==> src/rtl/bulk_endp_pkg.sv <==
// Shared definitions for the bulk endpoint pair: FSM encoding, pointer
// width helper and PID toggle values.
package bulk_endp_pkg;

   typedef enum logic [1:0] {
      ST_IDLE     = 2'd0,
      ST_NAK      = 2'd1,
      ST_SEND     = 2'd2,
      ST_WAIT_ACK = 2'd3
   } endp_state_t;

   localparam logic PID_DATA0 = 1'b0;
   localparam logic PID_DATA1 = 1'b1;

   // One extra bit so full and empty are distinguishable.
   function automatic int ptr_width(input int depth);
      return $clog2(depth) + 1;
   endfunction

endpackage

==> src/rtl/bulk_in_ram.sv <==
// Byte buffer for the bulk IN endpoint: one synchronous write port and one
// asynchronous read port.
module bulk_in_ram #(
   parameter int DEPTH = 256,
   parameter int AW    = $clog2(DEPTH)
) (
   input  logic          clk_i,
   input  logic          we,
   input  logic [AW-1:0] waddr,
   input  logic [7:0]    wdata,
   input  logic [AW-1:0] raddr,
   output logic [7:0]    rdata
);

   logic [7:0] mem [DEPTH];

   always_ff @(posedge clk_i) begin
      if (we) mem[waddr] <= wdata;
   end

   assign rdata = mem[raddr];

endmodule

==> src/rtl/bulk_in_endp_pkt.sv <==
// Full-speed bulk IN endpoint with packet-aware buffering, retransmission of
// unacked packets, DATA0/DATA1 tracking and a short-packet hold-off timer.
// Optional ZLP termination after a full-size packet: define BULK_IN_ZLP_EN.
//
// state    | meaning
// ---------+-----------------------------------------------------------
// IDLE     | no transaction; waits for an IN token (in_req_i rise)
// NAK      | nothing sendable; in_nak_o held until in_req_i falls
// SEND     | streaming pkt_len bytes from base_ptr to the SIE
// WAIT_ACK | packet out; ACK commits it, in_req_i fall rewinds for resend
module bulk_in_endp_pkt
   import bulk_endp_pkg::*;
#(
   parameter int MAXPACKETSIZE = 64,
   parameter int DEPTH         = 256,
   parameter int SHORT_TIMEOUT = 0
) (
   input  logic                         clk_i,
   input  logic                         rst_i,
   input  logic [7:0]                   app_in_data_i,
   input  logic                         app_in_valid_i,
   output logic                         app_in_ready_o,
   input  logic                         in_req_i,
   output logic                         in_valid_o,
   output logic [7:0]                   in_data_o,
   input  logic                         in_ready_i,
   input  logic                         in_data_ack_i,
   output logic                         in_nak_o,
   output logic                         in_toggle_o,
   input  logic                         toggle_clr_i,
   output logic [ptr_width(DEPTH)-1:0]  level_o
);

   localparam int PW = ptr_width(DEPTH);
   localparam int AW = PW - 1;
   localparam int TW = $clog2(SHORT_TIMEOUT + 2);

   localparam logic [PW-1:0] DEPTH_P = PW'(DEPTH);
   localparam logic [PW-1:0] MPS_P   = PW'(MAXPACKETSIZE);
   localparam logic [TW-1:0] TMO_P   = TW'(SHORT_TIMEOUT);

   endp_state_t   state, state_nxt;

   logic [PW-1:0] wr_ptr, base_ptr, rd_ptr;
   logic [PW-1:0] pkt_len;
   logic [PW-1:0] level, sent, len_now;
   logic [TW-1:0] idle_cnt;
   logic          toggle;
   logic          zlp_pending;
   logic          in_req_q;

   logic          full, wr_en, req_rise, eligible;
   logic          byte_take, ack_take, abort;

   assign level    = wr_ptr - base_ptr;
   assign sent     = rd_ptr - base_ptr;
   assign full     = (level == DEPTH_P);
   assign wr_en    = app_in_valid_i & ~full;
   assign req_rise = in_req_i & ~in_req_q;
   assign len_now  = (level >= MPS_P) ? MPS_P : level;

   assign eligible = (level >= MPS_P)
                   | ((level != '0) & (idle_cnt == TMO_P))
                   | zlp_pending;

   assign byte_take = (state == ST_SEND) & in_req_i & in_ready_i & (sent != pkt_len);
   assign ack_take  = (state == ST_WAIT_ACK) & in_data_ack_i;
   // ACK beats a same-cycle in_req_i fall, so abort excludes it.
   assign abort     = ~in_req_i & ((state == ST_SEND) |
                                   ((state == ST_WAIT_ACK) & ~in_data_ack_i));

   always_comb begin
      state_nxt = state;
      unique case (state)
         ST_IDLE: begin
            if (req_rise) begin
               if (!eligible)         state_nxt = ST_NAK;
               else if (len_now == '0) state_nxt = ST_WAIT_ACK;
               else                   state_nxt = ST_SEND;
            end
         end
         ST_NAK: begin
            if (!in_req_i) state_nxt = ST_IDLE;
         end
         ST_SEND: begin
            if (!in_req_i)                                    state_nxt = ST_IDLE;
            else if (byte_take && (sent + PW'(1) == pkt_len)) state_nxt = ST_WAIT_ACK;
         end
         ST_WAIT_ACK: begin
            if (in_data_ack_i || !in_req_i) state_nxt = ST_IDLE;
         end
         default: state_nxt = ST_IDLE;
      endcase
   end

   always_ff @(posedge clk_i) begin
      if (rst_i) begin
         state    <= ST_IDLE;
         in_req_q <= 1'b0;
         wr_ptr   <= '0;
         base_ptr <= '0;
         rd_ptr   <= '0;
         pkt_len  <= '0;
         idle_cnt <= '0;
         toggle   <= PID_DATA0;
      end else begin
         state    <= state_nxt;
         in_req_q <= in_req_i;

         if (wr_en) wr_ptr <= wr_ptr + PW'(1);

         if ((state == ST_IDLE) && req_rise) pkt_len <= len_now;

         if (ack_take) base_ptr <= rd_ptr;

         if (abort)          rd_ptr <= base_ptr;
         else if (byte_take) rd_ptr <= rd_ptr + PW'(1);

         if (toggle_clr_i)  toggle <= PID_DATA0;
         else if (ack_take) toggle <= ~toggle;

         if (wr_en)                                   idle_cnt <= '0;
         else if ((level != '0) && (idle_cnt != TMO_P)) idle_cnt <= idle_cnt + TW'(1);
      end
   end

`ifdef BULK_IN_ZLP_EN
   // A full packet that drains the buffer is followed by a ZLP unless new
   // data arrives first; the ZLP's own ACK (pkt_len 0) clears the flag.
   always_ff @(posedge clk_i) begin
      if (rst_i)         zlp_pending <= 1'b0;
      else if (wr_en)    zlp_pending <= 1'b0;
      else if (ack_take) zlp_pending <= (pkt_len == MPS_P) && (wr_ptr == rd_ptr);
   end
`else
   assign zlp_pending = 1'b0;
`endif

   bulk_in_ram #(
      .DEPTH (DEPTH),
      .AW    (AW)
   ) u_ram (
      .clk_i (clk_i),
      .we    (wr_en),
      .waddr (wr_ptr[AW-1:0]),
      .wdata (app_in_data_i),
      .raddr (rd_ptr[AW-1:0]),
      .rdata (in_data_o)
   );

   assign app_in_ready_o = ~full;
   assign in_valid_o     = (state == ST_SEND) && (sent != pkt_len);
   assign in_nak_o       = (state == ST_NAK);
   assign in_toggle_o    = toggle;
   assign level_o        = level;

endmodule

==> config.mk <==
export PLATFORM = sky130hd
export DESIGN_NAME = bulk_in_endp_pkt
export DESIGN_NICKNAME = d
export VERILOG_FILES = /design/src/rtl/bulk_endp_pkg.sv /design/src/rtl/bulk_in_ram.sv /design/src/rtl/bulk_in_endp_pkt.sv
export SDC_FILE = /design/constraint.sdc
export NUM_CORES = 2
export LEC_CHECK = 0
export ABC_AREA = 1
export CAP_MARGIN = 0
export CORE_MARGIN = 3
export CORE_UTILIZATION = 50
export DETAILED_ROUTE_END_ITERATION = 8
export GPL_ROUTABILITY_DRIVEN = 0
export HOLD_SLACK_MARGIN = 0.03
export PLACE_DENSITY_LB_ADDON = 0.2
export SETUP_SLACK_MARGIN = 0.4
export SLEW_MARGIN = 20
export SYNTH_ARGS = -nofsm -noshare
export SYNTH_HDL_FRONTEND = slang
export SYNTH_SLANG_ARGS = --single-unit
==> constraint.sdc <==
create_clock -name clk_i -period 2.8 [get_ports clk_i]
set_input_delay 0.56 -clock clk_i [delete_from_list [all_inputs] [get_ports clk_i]]
set_output_delay 0.56 -clock clk_i [all_outputs]
set_load 0.03 [all_outputs]
* Word-level counts from Yosys, hierarchy flattened
Memories as Yosys holds them, arrays and structs flattened. A register that Yosys moved wholly into a read port is not among the register bits.
Index checks and enable logic that the tools add are counted.
** Storage, ports and cells
- Bits in registers :: 41
- Bits in writable memories :: 2048
- Input port bits :: 15
- Memories kept :: 1
** Memories
- u_ram.mem :: depth 256, bits a word 8, rd ports 1, clocked after Yosys merged registers in 1, write ports 1, RTL line bulk_in_ram.sv:15 : logic [7:0] mem [DEPTH];
** Operators by class
- Add/sub/neg operators :: 6
- Magnitude comparators :: 1
- Equal/unequal tests :: 10
- Muxes and demuxes :: 15
- Bitwise gates (word level) :: 17
- Reductions and logical operators :: 13
** Operator list (number)
- adder 9 x 1 -> 9 bit, second input constant :: 3
- two-way mux 9 bit :: 3
- subtractor 9 bit :: 2
- two-way mux 8 bit :: 2
- two-way mux 2 bit :: 6
- bitwise AND 1 bit :: 9
- == test 9 bit :: 1
- == test 9 bit, second input constant :: 1
- greater-or-equal comparator 9 x 7 -> 1 bit, second input constant :: 1
- zero test 9 bit :: 1
- inequality test 9 bit :: 1
- nonzero test 9 bit :: 1
- one-hot mux 2 bit (4 select lines) :: 1
- NOT 1 bit :: 6
- == test 2 bit, second input constant :: 2
- logical AND 1 bit :: 4
- inequality test 2 bit, second input constant :: 2
- AND reduction 4 bit :: 1
- OR reduction 2 bit :: 2
- two-way mux 1 bit :: 3
- inequality test 3 x 2 -> 1 bit, second input constant :: 1
- == test 2 x 1 -> 1 bit, second input constant :: 1
- zero test 2 bit :: 1
- inequality test 2 x 1 -> 1 bit, second input constant :: 1
- 5 further kinds :: 6

* Logic depth before layout (Yosys ltp)
- Depth in word-level cells :: 8
- Depth in mapped cells :: 19
- Mapped depth without buffers :: 19

* Modules after synthesis
Synthesis repeated with hierarchy kept, for this count alone.
** Second synthesis, totals
- Cells, all modules :: 7502
- Area, all modules :: 86579.3 um^2
** Modules (own cells, without submodules)
- bulk_in_ram :: instances 1, cells an instance 6995, area each 83236.1 um^2, seq. area each 61499.0 um^2
- bulk_in_endp_pkt :: instances 1, cells an instance 507, area each 3343.2 um^2, seq. area each 820.8 um^2

* Least setup slack after synthesis
Ideal clock, no wire load.
- Path type :: flip-flop to flip-flop
- Start point :: reg wr_ptr[0]
- End point :: mem u_ram.mem[102][0], enable pin
- Library setup time :: 370 ps
- Arrival :: 3118 ps
- Slack :: -688 ps
- Stages on the path, launching flop included :: 15
- Buffers on the path :: 2
- Path through :: dfxtp_1 > inv_1 > ha_1 > fa_1 > xnor2_1 > nor4_1 > nand2_2 > nor2_4 > nand2_4 > nand2_4 > inv_6 > buf_12 > nand2_8 > buf_6 > nor2_1
** On the way
- Word-level cells in the longest chain between the ends :: 6
** RTL lines
- from (decl) :: RTL line bulk_in_endp_pkt.sv:44 : logic [PW-1:0] wr_ptr, base_ptr, rd_ptr;
- from (signal assigned) :: RTL line bulk_in_endp_pkt.sv:110 : if (wr_en) wr_ptr <= wr_ptr + PW'(1);
- subtractor 9 bit :: RTL line bulk_in_endp_pkt.sv:55 : assign level = wr_ptr - base_ptr;
- named net level_o[2] :: RTL line bulk_in_endp_pkt.sv:31 : output logic [ptr_width(DEPTH)-1:0] level_o
- == test 9 bit :: RTL line bulk_in_endp_pkt.sv:57 : assign full = (level == DEPTH_P);
- NOT 1 bit
- named net app_in_ready_o :: RTL line bulk_in_endp_pkt.sv:22 : output logic app_in_ready_o,
- bitwise AND 1 bit :: RTL line bulk_in_endp_pkt.sv:58 : assign wr_en = app_in_valid_i & ~full;
- two-way mux 1 bit :: RTL line bulk_in_ram.sv:18 : if (we) mem[waddr] <= wdata;
- two-way mux 1 bit (not written as such) :: RTL line bulk_in_ram.sv:18
- to (decl) :: RTL line bulk_in_ram.sv:15
The timed path passes the listed nets, and every way through them passes these cells.

==> metrics list <==
- Final setup slack of the worst path: -1.259 ns
* Minimum hold slack: between 0.15 and 0.2 ns
- After synthesis, the netlist uses 44 different library cells.
- Total power divided by cell area: 827.3 mW/mm²
* Area added between synthesis and finish: 22.64%
- Share of async-settable or async-resettable flops after synthesis: 0
- Each instance of the synthesized netlist takes up on average 12.23 µm².
- Site row count: 150
* IO buf count: 35
- Via count of the first global-routing pass: 56,980
- Once placement finished, the instance area stood at around 0.09 mm².
- The final-report max-slew violation count was 0.
- The hold violation total from the final report is 0.
- At the pin with the least slew margin, the transition time is about 1.2 ns.
- Remaining design rule violation count: 0
- IR analysis of the VDD net gives a maximum drop of 0.7742 mV.
* Via density: ~6
* Number of top-level pins: 36
- Of the post-synthesis cell area, the dominant cell type holds 0.7237.
* Status: complete, but fails checks
- In this run the clock root is driven by a sky130_fd_sc_hd__clkbuf_16.
- The H-tree was split into 4 levels.
* Worst setup EP type: primary output
- The checks that failed: negative setup slack.
- With fillers left out, the area of the finished cells amounts to between 0.1 and 0.15 mm².
- Number of enable-type register cells in the synthesized netlist: ~2,000
* Most common cell after layout, fill and taps aside: sky130_fd_sc_hd__edfxtp_1
* Width of the chip: about 420 µm
- Data arrival time of the critical path: about 3.5 ns
- The design draws ~86 mW.
- The net count of the finished layout is around 7,400.
* Number of inserted filler cells in the final layout: 12,410
- The later pin in the worst-skew pair is clocked with a latency of slightly below 0.9 ns.
- Net Count, Synth: between 6,000 and 7,000
- Portion of the post-synthesis area used by sequential elements: 0.7353
- Clock sink total: between 2,000 and 2,500
- Global-route wire length before repair: about 370 mm
* Top flip-flop cell by instance count after synthesis: sky130_fd_sc_hd__edfxtp_1
- Post-route insts no fill: a little under 10,000
- Routed Wire Length: around 250 mm
* Height of the die: between 400 and 500 µm
- Unrepaired setup endpoints after global routing: yes
- The analysis attributes to cell leakage a power of around 35 nW.
- The worst pin sits at a relative slew slack of 0.2075.
- Placed wire-length estimate: about 150 mm
- The core region is about 0.17 mm².
* Gr usage total: 0.2851
- Worst Path Class, Setup: reg -> out
- Routed length per instance: around 26 µm
- Data on the critical path is required at its endpoint by about 2.2 ns.
- Largest cells by area after synthesis: sky130_fd_sc_hd__edfxtp_1 72%, sky130_fd_sc_hd__o21ai_0 6.2%, sky130_fd_sc_hd__nor2_1 5.9%
- Maximum clock frequency: about 0.25 GHz
- Inserted Clock Buffers: 207
* Total vias in the final route: about 60,000
* #FFs+latches synth: approximately 2,100
* Effective utilization at floorplan: 0.5059
* DIE AREA: about 0.17 mm²
- Once detail routing completed, the nets flagged for antenna violations numbered 0.
* Fin crit share: 1.450
* Most area-hungry cell type in the Yosys netlist: sky130_fd_sc_hd__edfxtp_1
* Post-route minimum period: 4.059 ns
* Router iterations before antenna repair: 6
- Setup violations remaining at the end of the flow were counted as between 2,000 and 2,500.
- Once placement completed, the tool counted placed cells totaling about 9,200.
- For this run, the number of Yosys warnings is 0.
* TritonCTS clock tree: built
* Hold Crit Class: in -> reg
- Sort of element at the start of the critical path: flip-flop
- Counting along the longest clock path gives a buffer depth of 3.
* Share of post-route cells with drive strength above 1: 0.1892
- Summed over all layers, the global routing overflow is 0.
- Netlist area before placement: around 0.085 mm²
- Entering global routing, the biggest net connects 94 pins.
- Of all nets on the critical path, the largest fanout is 13.
- Clock-pin transition on the worst setup and hold timing paths: approximately 0.06 ns
* Top library cells by usage in the layout, fill and taps aside: 2,048 x sky130_fd_sc_hd__edfxtp_1, 1,196 x sky130_fd_sc_hd__nor2_1, 962 x sky130_fd_sc_hd__o21ai_0, 644 x sky130_fd_sc_hd__nand2_1, 498 x sky130_fd_sc_hd__o22ai_1
* Number of maximum-capacitance constraint violations: 0
* Post-Route Setup TNS: -559.03 ns
- Synthesized instance count: roughly 7,000
- On the final layout, the worst clock skew is roughly 0.045 ns.
- The number of antenna violations at the first check in global routing came to 2.
- The detailed router finished its first iteration with 7,950 violations.
## Yosys cell counts, types with 2 or more instances
cell	number
sky130_fd_sc_hd__fa_1	2
sky130_fd_sc_hd__nor2_2	11
sky130_fd_sc_hd__xnor2_1	5
sky130_fd_sc_hd__nand2_2	4
sky130_fd_sc_hd__buf_2	93
sky130_fd_sc_hd__edfxtp_1	2048
sky130_fd_sc_hd__xor2_2	3
sky130_fd_sc_hd__ha_1	22
sky130_fd_sc_hd__nand3_2	4
sky130_fd_sc_hd__inv_1	87
sky130_fd_sc_hd__nor4_1	2
sky130_fd_sc_hd__a21oi_1	47
sky130_fd_sc_hd__a211oi_1	2
sky130_fd_sc_hd__and2_1	8
sky130_fd_sc_hd__buf_6	7
sky130_fd_sc_hd__xor2_1	12
sky130_fd_sc_hd__nor2_1	1330
sky130_fd_sc_hd__buf_4	12
sky130_fd_sc_hd__dfxtp_1	49
sky130_fd_sc_hd__nand2_1	655
sky130_fd_sc_hd__o21ai_0	1053
sky130_fd_sc_hd__nand3_1	550
sky130_fd_sc_hd__buf_1	31
sky130_fd_sc_hd__clkbuf_1	350
sky130_fd_sc_hd__nor3_1	8
sky130_fd_sc_hd__nand4_1	7
sky130_fd_sc_hd__inv_2	4
sky130_fd_sc_hd__nand2_4	2
sky130_fd_sc_hd__nand3b_1	6
sky130_fd_sc_hd__o22ai_1	514
sky130_fd_sc_hd__nand2_8	7
## critical path: stages (launching register included)
cell and delay (ns):
sky130_fd_sc_hd__dfxtp_4 0.36, sky130_fd_sc_hd__buf_12 0.15, sky130_fd_sc_hd__inv_8 0.10, sky130_fd_sc_hd__buf_16 0.18
sky130_fd_sc_hd__buf_12 0.13, sky130_fd_sc_hd__bufbuf_16 0.30, sky130_fd_sc_hd__o21ai_0 0.10, sky130_fd_sc_hd__o22ai_1 0.25
sky130_fd_sc_hd__nand2_1 0.11, sky130_fd_sc_hd__nand3_1 0.11, sky130_fd_sc_hd__nand3_1 0.11, sky130_fd_sc_hd__nand3_2 0.10
sky130_fd_sc_hd__nand3_4 0.12, sky130_fd_sc_hd__nand3_2 0.10, sky130_fd_sc_hd__and2_4 0.18, sky130_fd_sc_hd__buf_12 0.10
sky130_fd_sc_hd__buf_12 0.10
## flip-flops by register name (all words and copies together), names as in the netlist, named ones only
| name | flops |
|---|---|
| base_ptr | 9 |
| idle_cnt | 1 |
| in_req_q | 1 |
| in_toggle_o | 1 |
| pkt_len | 9 |
| rd_ptr | 9 |
| state | 2 |
| u_ram.mem | 2048 |
| wr_ptr | 9 |
## cells by family after synthesis
logic type / synth area share
simple gates: 0.1262
flops: 0.7353
compound gates: 0.1035
buf+inv: 0.02887
fa+ha+maj: 0.003710
xor+xnor: 0.002518
## stage by stage
step	util	worst slack [ns]
global placement	0.5470	-0.7764
detailed placement	0.5470	-0.7752
finish	0.6204	-1.259
floorplan	-	-0.3941
CTS	0.6106	-1.274
global route	0.6204	-1.341
## what timing repair did
item | 4_1_cts | 5_1_grt
gates resized for setup | 531 | 291
gates cloned | 32 | 5
buffers inserted | 80 | 43
setup endpoints to repair | 2100 | 2103
hold endpoints to repair | 16 | 0
pin swaps | 83 | 56
hold buffers | 1 | 0
## cell type report
type                       instances  area [µm²]  share of cell area
clock inverter                   110        1012            0.009712
multi-input combinational       4264       22610              0.2169
inverter                          93       391.6            0.003758
timing repair inverter             1       16.27           0.0001561
tap                             2204        2758             0.02646
antenna                            1       2.502          0.00002401
timing repair buffer             732        9405             0.09025
sequential                      2097       62510              0.5998
clock buffer                     272        5519             0.05296
## worst paths after layout
path,from,to,slack (ns),depth (start not counted)
max,flip-flop,in_data_o[5],-1.26,16
min,app_in_data_i[4],u_ram.mem[252][4],0.16,1
max reg2reg,wr_ptr[0],u_ram.mem[211][5],-0.54,16
min reg2reg,pkt_len[7],pkt_len[7],0.46,2
## power by group
| group | switching, mW | internal (mW) | total [mW] |
|---|---|---|---|
| clock network | 12.0 | 15.0 | 27.0 |
| logic | 15.1 | 9.43 | 24.6 |
| registers | 0.130 | 34.6 | 34.7 |
## layer usage
metal,vias to the layer above,routed length (µm),global-route usage
met1,29693,101200,0.3945
met5,-,0,0
met4,0,12280,0.1308
met2,3132,117700,0.4437
met3,531,23680,0.05015
li1,26355,-,-
(Power assumes the default switching activity.)
